## src/rtl/axum_arb_pkg.sv

```systemverilog
// axum_arb_pkg: shared index-width helper and outstanding-count type for the bus arbiter.
package axum_arb_pkg;
  function automatic int idx_w(input int n);
    return (n > 1) ? $clog2(n) : 1;
  endfunction
  typedef logic [3:0] cnt_t;
endpackage

```

## src/rtl/axum_bus_arbiter_if.sv

```systemverilog
// axum_bus_arbiter_if: host-side and device-side bus signals; master is the arbiter view, slave the environment view.
interface axum_bus_arbiter_if #(
  parameter int NrHosts      = 2,
  parameter int DataWidth    = 32,
  parameter int AddressWidth = 32
);
  logic                    host_req_i    [NrHosts];
  logic                    host_gnt_o    [NrHosts];
  logic [AddressWidth-1:0] host_addr_i   [NrHosts];
  logic                    host_we_i     [NrHosts];
  logic [3:0]              host_be_i     [NrHosts];
  logic [DataWidth-1:0]    host_wdata_i  [NrHosts];
  logic                    host_rvalid_o [NrHosts];
  logic [DataWidth-1:0]    host_rdata_o  [NrHosts];
  logic                    host_err_o    [NrHosts];
  logic                    dev_req_o;
  logic                    dev_gnt_i;
  logic [AddressWidth-1:0] dev_addr_o;
  logic                    dev_we_o;
  logic [3:0]              dev_be_o;
  logic [DataWidth-1:0]    dev_wdata_o;
  logic                    dev_rvalid_i;
  logic [DataWidth-1:0]    dev_rdata_i;
  logic                    dev_err_i;
  modport master (
    input  host_req_i, host_addr_i, host_we_i, host_be_i, host_wdata_i,
           dev_gnt_i, dev_rvalid_i, dev_rdata_i, dev_err_i,
    output host_gnt_o, host_rvalid_o, host_rdata_o, host_err_o,
           dev_req_o, dev_addr_o, dev_we_o, dev_be_o, dev_wdata_o
  );
  modport slave (
    output host_req_i, host_addr_i, host_we_i, host_be_i, host_wdata_i,
           dev_gnt_i, dev_rvalid_i, dev_rdata_i, dev_err_i,
    input  host_gnt_o, host_rvalid_o, host_rdata_o, host_err_o,
           dev_req_o, dev_addr_o, dev_we_o, dev_be_o, dev_wdata_o
  );
endinterface

```

## src/rtl/axum_arb_id_fifo.sv

```systemverilog
// axum_arb_id_fifo: in-order FIFO of granted host indices awaiting a device response.
module axum_arb_id_fifo
  import axum_arb_pkg::*;
#(
  parameter int Depth = 2,
  parameter int Width = 1
) (
  input  logic             clk,
  input  logic             rst,
  input  logic             push,
  input  logic             pop,
  input  logic [Width-1:0] din,
  output logic             full,
  output logic             empty,
  output logic [Width-1:0] head
);
  localparam int PW = idx_w(Depth);
  localparam logic [PW-1:0] Last = PW'(Depth - 1);
  logic [Width-1:0] mem [Depth];
  logic [PW-1:0] wp, rp;
  cnt_t cnt;
  logic do_push, do_pop;
  assign full = cnt == cnt_t'(Depth);
  assign empty = cnt == '0;
  assign head = mem[rp];
  assign do_push = push & ~full;
  assign do_pop = pop & ~empty;
  always_ff @(posedge clk) begin
    if (do_push) mem[wp] <= din;
  end
  always_ff @(posedge clk) begin
    if (rst) begin
      wp <= '0;
      rp <= '0;
      cnt <= '0;
    end else begin
      if (do_push) wp <= (wp == Last) ? '0 : wp + 1'b1;
      if (do_pop) rp <= (rp == Last) ? '0 : rp + 1'b1;
      cnt <= cnt + cnt_t'(do_push) - cnt_t'(do_pop);
    end
  end
endmodule

```

## src/rtl/axum_bus_arbiter.sv

```systemverilog
// axum_bus_arbiter: round-robin N-host to single-device arbiter with in-order response routing.
// Optional response watchdog enabled by defining AXUM_ARB_WATCHDOG_EN.
module axum_bus_arbiter
  import axum_arb_pkg::*;
#(
  parameter int NrHosts        = 2,
  parameter int DataWidth      = 32,
  parameter int AddressWidth   = 32,
  parameter int MaxOutstanding = 2,
  parameter int TimeoutCycles  = 255
) (
  input logic               clk_i,
  input logic               rst_i,
  axum_bus_arbiter_if.master bus
);
  localparam int IW = idx_w(NrHosts);
  logic [IW-1:0] rr_ptr, sel, head;
  logic any, full, empty, accept, pop, timeout;
  if (NrHosts < 2 || NrHosts > 8 || MaxOutstanding < 1 || MaxOutstanding > 8 || TimeoutCycles < 1) begin : g_cfg_err
    $error("axum_bus_arbiter: parameter out of range");
  end
  // Descending scan so the lowest offset from rr_ptr wins.
  always_comb begin
    sel = '0;
    any = 1'b0;
    for (int k = NrHosts - 1; k >= 0; k--) begin
      if (bus.host_req_i[(int'(rr_ptr) + k) % NrHosts]) begin
        sel = IW'((int'(rr_ptr) + k) % NrHosts);
        any = 1'b1;
      end
    end
  end
  assign bus.dev_req_o = any & ~full & ~rst_i;
  assign accept = bus.dev_req_o & bus.dev_gnt_i;
  assign bus.dev_addr_o = any ? bus.host_addr_i[sel] : {AddressWidth{1'b0}};
  assign bus.dev_we_o = any ? bus.host_we_i[sel] : 1'b0;
  assign bus.dev_be_o = any ? bus.host_be_i[sel] : 4'h0;
  assign bus.dev_wdata_o = any ? bus.host_wdata_i[sel] : {DataWidth{1'b0}};
  assign pop = ~rst_i & ~empty & (bus.dev_rvalid_i | timeout);
  always_comb begin
    for (int i = 0; i < NrHosts; i++) begin
      bus.host_gnt_o[i] = accept && sel == IW'(i);
      bus.host_rvalid_o[i] = pop && head == IW'(i);
      bus.host_err_o[i] = pop && head == IW'(i) && (bus.dev_err_i || !bus.dev_rvalid_i);
      bus.host_rdata_o[i] = timeout ? {DataWidth{1'b0}} : bus.dev_rdata_i;
    end
  end
  always_ff @(posedge clk_i) begin
    if (rst_i) rr_ptr <= '0;
    else if (accept) rr_ptr <= (sel == IW'(NrHosts - 1)) ? '0 : sel + 1'b1;
  end
  axum_arb_id_fifo #(.Depth(MaxOutstanding), .Width(IW)) u_id_fifo (
    .clk(clk_i), .rst(rst_i), .push(accept), .pop(pop), .din(sel),
    .full(full), .empty(empty), .head(head)
  );
`ifdef AXUM_ARB_WATCHDOG_EN
  localparam int WW = $clog2(TimeoutCycles + 1);
  logic [WW-1:0] wd;
  // A real response in the expiry cycle wins over the synthetic error.
  assign timeout = ~empty & ~bus.dev_rvalid_i & (wd == WW'(TimeoutCycles));
  always_ff @(posedge clk_i) begin
    if (rst_i || empty || pop) wd <= '0;
    else wd <= wd + 1'b1;
  end
`else
  assign timeout = 1'b0;
`endif
endmodule

```

## src/flat_wrapper.sv

```systemverilog
// flat-port wrapper written by rule: the top's interface ports become plain ports
module axum_bus_arbiter_flat import axum_arb_pkg::*;
#(
  parameter int NrHosts        = 2,
  parameter int DataWidth      = 32,
  parameter int AddressWidth   = 32,
  parameter int MaxOutstanding = 2,
  parameter int TimeoutCycles  = 255
)
  (clk_i, rst_i, bus_host_req_i, bus_host_addr_i, bus_host_we_i, bus_host_be_i, bus_host_wdata_i, bus_dev_gnt_i, bus_dev_rvalid_i, bus_dev_rdata_i, bus_dev_err_i, bus_host_gnt_o, bus_host_rvalid_o, bus_host_rdata_o, bus_host_err_o, bus_dev_req_o, bus_dev_addr_o, bus_dev_we_o, bus_dev_be_o, bus_dev_wdata_o);
  axum_bus_arbiter_if #(.NrHosts(NrHosts), .DataWidth(DataWidth), .AddressWidth(AddressWidth)) bus_i ();
  input logic clk_i;
  input logic rst_i;
  input wire logic [$bits(bus_i.host_req_i)-1:0] bus_host_req_i;
  input wire logic [$bits(bus_i.host_addr_i)-1:0] bus_host_addr_i;
  input wire logic [$bits(bus_i.host_we_i)-1:0] bus_host_we_i;
  input wire logic [$bits(bus_i.host_be_i)-1:0] bus_host_be_i;
  input wire logic [$bits(bus_i.host_wdata_i)-1:0] bus_host_wdata_i;
  input wire logic [$bits(bus_i.dev_gnt_i)-1:0] bus_dev_gnt_i;
  input wire logic [$bits(bus_i.dev_rvalid_i)-1:0] bus_dev_rvalid_i;
  input wire logic [$bits(bus_i.dev_rdata_i)-1:0] bus_dev_rdata_i;
  input wire logic [$bits(bus_i.dev_err_i)-1:0] bus_dev_err_i;
  output wire logic [$bits(bus_i.host_gnt_o)-1:0] bus_host_gnt_o;
  output wire logic [$bits(bus_i.host_rvalid_o)-1:0] bus_host_rvalid_o;
  output wire logic [$bits(bus_i.host_rdata_o)-1:0] bus_host_rdata_o;
  output wire logic [$bits(bus_i.host_err_o)-1:0] bus_host_err_o;
  output wire logic [$bits(bus_i.dev_req_o)-1:0] bus_dev_req_o;
  output wire logic [$bits(bus_i.dev_addr_o)-1:0] bus_dev_addr_o;
  output wire logic [$bits(bus_i.dev_we_o)-1:0] bus_dev_we_o;
  output wire logic [$bits(bus_i.dev_be_o)-1:0] bus_dev_be_o;
  output wire logic [$bits(bus_i.dev_wdata_o)-1:0] bus_dev_wdata_o;
  assign bus_i.host_req_i = {>>{bus_host_req_i}};
  assign bus_i.host_addr_i = {>>{bus_host_addr_i}};
  assign bus_i.host_we_i = {>>{bus_host_we_i}};
  assign bus_i.host_be_i = {>>{bus_host_be_i}};
  assign bus_i.host_wdata_i = {>>{bus_host_wdata_i}};
  assign bus_i.dev_gnt_i = bus_dev_gnt_i;
  assign bus_i.dev_rvalid_i = bus_dev_rvalid_i;
  assign bus_i.dev_rdata_i = bus_dev_rdata_i;
  assign bus_i.dev_err_i = bus_dev_err_i;
  assign bus_host_gnt_o = {>>{bus_i.host_gnt_o}};
  assign bus_host_rvalid_o = {>>{bus_i.host_rvalid_o}};
  assign bus_host_rdata_o = {>>{bus_i.host_rdata_o}};
  assign bus_host_err_o = {>>{bus_i.host_err_o}};
  assign bus_dev_req_o = bus_i.dev_req_o;
  assign bus_dev_addr_o = bus_i.dev_addr_o;
  assign bus_dev_we_o = bus_i.dev_we_o;
  assign bus_dev_be_o = bus_i.dev_be_o;
  assign bus_dev_wdata_o = bus_i.dev_wdata_o;
  axum_bus_arbiter #(.NrHosts(NrHosts), .DataWidth(DataWidth), .AddressWidth(AddressWidth), .MaxOutstanding(MaxOutstanding), .TimeoutCycles(TimeoutCycles)) u_core (.clk_i(clk_i), .rst_i(rst_i), .bus(bus_i));
endmodule
```

## config.mk

```make
export PLATFORM = sky130hd
export DESIGN_NAME = axum_bus_arbiter_flat
export DESIGN_NICKNAME = d
export VERILOG_FILES = /design/src/rtl/axum_arb_pkg.sv /design/src/rtl/axum_bus_arbiter_if.sv /design/src/rtl/axum_arb_id_fifo.sv /design/src/rtl/axum_bus_arbiter.sv /design/src/flat_wrapper.sv
export SDC_FILE = /design/constraint.sdc
export NUM_CORES = 1
export LEC_CHECK = 0
export ABC_AREA = 0
export CORE_AREA = 3 3 121 123
export DETAILED_ROUTE_END_ITERATION = 8
export DIE_AREA = 0 0 124 126
export GPL_TIMING_DRIVEN = 1
export HOLD_SLACK_MARGIN = 0.15
export PLACE_DENSITY = 0.6
export SKIP_LAST_GASP = 1
export SYNTH_ARGS = -nofsm -noshare
export SYNTH_HDL_FRONTEND = slang
export SYNTH_SLANG_ARGS = --single-unit
```

## constraint.sdc

```tcl
create_clock -name clk_i -period 2.9 [get_ports clk_i]
set_clock_uncertainty 0.15 [all_clocks]
set_input_delay 0.29 -clock clk_i [delete_from_list [all_inputs] [get_ports clk_i]]
set_output_delay 0.29 -clock clk_i [all_outputs]
set_load 0.05 [all_outputs]
```

==> flow_summary.json, run 1 <==
{
  "tritoncts": "built",
  "slew_headroom_pct": 52.5,
  "fin_crit_sh_pct": 88.3,
  "wire_per_inst_um": 13.5,
  "ctsResizeCount": 0,
  "clockBufferDepth": 2,
  "synth.distinct_cells": 37,
  "synth_area_mm2": 0.00248,
  "ant_nets": 0,
  "drc": 0,
  "seqPwrFrac_pct": 12.4,
  "use_met1_pct": 11.8,
  "yosysTopAreaCell": "o21ai_2",
  "power_switching_uw": 799,
  "nFillCells": 1483,
  "cp.required_ns": 2.46,
  "hold_class": "flip-flop to flip-flop",
  "p_comb_share_pct": 72.7,
  "cts_hold_buffers": 0,
  "cts_buffers": 3,
  "end_kind": "output port",
  "drtIter0Drc": 89,
  "irDropWorstVdd_v": 0.000184,
  "routabilityCongestion": 0.774,
  "hold_violations": 0,
  "clk_pin_slew_ns": 0.04,
  "fp.coreArea_mm2": 0.0138,
  "via_per_inst": 4.27,
  "cts_setup_buffers": 0,
  "worstPathMaxFanout": 4,
  "ys_warn_count": 0,
  "grt_pass1_wl_um": 14200,
  "rsz0062_at_grt": "no",
  "final_area_mm2": 0.00422,
  "synthTopCellsByArea": "o21ai_2 24%, buf_4 20%, nand3_1 14%, nand2_1 11%, dfxtp_1 6.4%",
  "fmax_mhz": 391,
  "gr-max-usage-layer": "met2",
  "clockRootBuffer": "clkbuf_16",
  "r2r-start": "u_core.u_id_fifo.cnt[2]",
  "grt_pass1_vias": 2971,
  "antenna_cells": 0,
  "finalMaxSlewViolations": 0,
  "critPathArrivalTime_ns": 2.12,
  "clock_latency_ns": 0.24,
  "p_per_area_mw_per_mm2": 388,
  "die_h_um": 126,
  "use_met2_pct": 20.6,
  "grt_overflow": 0,
  "crit_path_start": "u_core.u_id_fifo.cnt[2]",
  "yosysSeqAreaShare_pct": 8.86,
  "firstDrtPassIters": 4,
  "setup_tns_ns": 0,
  "cts.sinks": 10,
  "die_w_um": 124,
  "num_io_pins": 317,
  "setup_viol": 0,
  "syn2layout_area_growth_pct": 69.7,
  "pwr-share-clk_pct": 14.9,
  "initial_core_util_pct": 18.0,
  "io_buffers": 220,
  "synth_nets": 549,
  "drive_gt1_share_pct": 32.3,
  "synth-seq-cells": 10,
  "max_stage_delay_ns": 0.80,
  "regArea_um2": 220,
  "path_cells": "inv_1 -> ha_1 -> nor3b_2 -> nor3_2 -> and2_1 -> clkdlybuf4s50_1",
  "slowest_stage": "clkdlybuf4s50_1",
  "period_needed_ns": 2.56,
  "synth_top_area_share_pct": 24.0,
  "run_status": "completed",
  "min_from": "u_core.u_id_fifo.wp",
  "use_met3_pct": 3.28,
  "tightestPinTransition_ns": 0.713,
  "p_sw_share_pct": 48.8,
  "htreeDepth": 1,
  "syn_inst": 366,
  "grt_usage_pct": 11.0,
  "dieArea_mm2": 0.0156,
  "place_hpwl_um": 7560,
  "worstSetupPathType": "flip-flop to output port",
  "synth_area_per_cell_um2": 6.79,
  "leakage_nw": 1.74,
  "grt_max_degree": 73,
  "power.internal_uw": 837,
  "rows": 43,
  "via_count": 2915,
  "multiInputGateArea_mm2": 0.00154,
  "cap_violations": 0,
  "wl_um": 9230,
  "place_area_mm2": 0.00414,
  "antenna_found_initial": 0,
  "nets": 686,
  "startpoint_type": "flip-flop"
}
## path summary, 6_finish.rpt
check	to	slack, ns	cells past startpoint
max reg2reg	u_core.u_id_fifo.cnt[2]	0.63	11
min	u_core.u_id_fifo.wp	0.31	1
min reg2reg	u_core.u_id_fifo.wp	0.31	1
max	bus_host_rvalid_o[1]	0.34	6
## power groups by stage
| stage | combinational (mW) | clock, mW | sequential (mW) |
|---|---|---|---|
| 2_1_floorplan | 1.02 | 0 | 0.198 |
| 3_3_place_gp | 1.18 | 0 | 0.202 |
| 3_5_place_dp | 1.20 | 0 | 0.205 |
| 4_1_cts | 1.20 | 0.254 | 0.203 |
| 5_1_grt | 1.27 | 0.261 | 0.208 |
| 6_report | 1.19 | 0.243 | 0.203 |
## metrics by stage
step	util (%)	setup WS [ns]	hold slack (ns)	std cells	total power [mW]
after floorplan	-	0.252	0.279	366	1.21
after global placement	30.0	0.352	0.298	678	1.38
after detailed placement	30.0	0.333	0.307	678	1.41
after CTS	30.6	0.327	0.312	682	1.66
after global routing	30.6	0.183	0.343	682	1.74
final	30.6	0.340	0.315	682	1.64
## synth_stat cells
cell type,n
nand3_1,71
nand2_1,70
o21ai_2,68
buf_4,66
buf_2,11
clkbuf_1,10
buf_6,9
dfxtp_1,8
inv_1,8
nor2_1,7
ha_1,5
a21oi_1,4
and2_1,3
edfxtp_1,2
o21ai_1,2
a211o_1,1
a311o_1,1
a31o_1,1
and3_1,1
fa_1,1
inv_2,1
inv_4,1
mux2i_1,1
nand2_4,1
nand2b_1,1
nand2b_2,1
nand3b_1,1
nor2b_1,1
nor3_2,1
nor3b_2,1
nor4_2,1
o21a_1,1
o21ai_0,1
o21ba_1,1
o31ai_1,1
or3_1,1
xor2_1,1
## registers in the layout, indices dropped and copies added, names as in the netlist, named ones only
signal and cells:
u_core.rr_ptr 1, u_core.u_id_fifo.cnt 4, u_core.u_id_fifo.mem 2, u_core.u_id_fifo.rp 1, u_core.u_id_fifo.wp 1
## layout by cell type, fill, tap and decap left out
cell and count:
a311o_1 1, nand2b_2 1, edfxtp_1 2, and2_1 3, and3_1 1, nor4_2 1
o21a_1 1, inv_4 1, o21ai_2 68, buf_12 4, o21ai_0 1, nand2b_1 1
nor2_1 7, clkinv_1 1, or3_1 1, inv_1 8, xor2_1 1, nand3b_1 1
fa_1 1, nand3_1 71, a21oi_1 4, buf_4 78, o21ai_1 2, dfxtp_1 8
o31ai_1 1, nor2b_1 1, inv_2 1, buf_2 2, nand2_1 70, nand2_4 1
ha_1 5, a211o_1 1, clkbuf_16 3, a31o_1 1, nor3_2 1, mux2i_1 1
clkdlybuf4s50_1 144, o21ba_1 1, nor3b_2 1
## worst max-delay path, delay by kind of cell, from the launching register on
kind	cells	cell delay, ns
DFF	1	0.31
buffers and inverters	2	0.86
adders and majority gates	1	0.20
and+or+nand+nor	3	0.51
## metal layers
layer / share of wire [%] / vias up
met4: 1.8 / 0
met1: 35 / 1287
li1: - / 1450
met3: 12 / 21
met2: 51 / 157
met5: 0 / -
## area by class of cell
class	count	share of cell area [%]
Inverter	10	0.950
Tap cell	180	5.34
Sequential cell	10	5.22
Timing Repair Buffer	228	50.2
Multi-Input combinational cell	250	36.4
Clock inverter	1	0.0890
Clock buffer	3	1.78
## cells by family after synthesis
kind of cell               share of synthesized area, %
and+or+nand+nor                                    30.2
AOI/OAI and AO/OA                                  27.5
adders and majority gates                          3.32
muxes                                             0.403
buffers and inverters                              29.4
DFF                                                8.86
xor gates and xnor gates                          0.353
No activity file was read; power rests on OpenSTA's default activity.
==> inputs of run 2 (changes only) <==
Settings changed: SKIP_LAST_GASP 1 to not set.
==> results of run 2 <==
The final DEF is identical to that of run 1; final timing and power are the same.
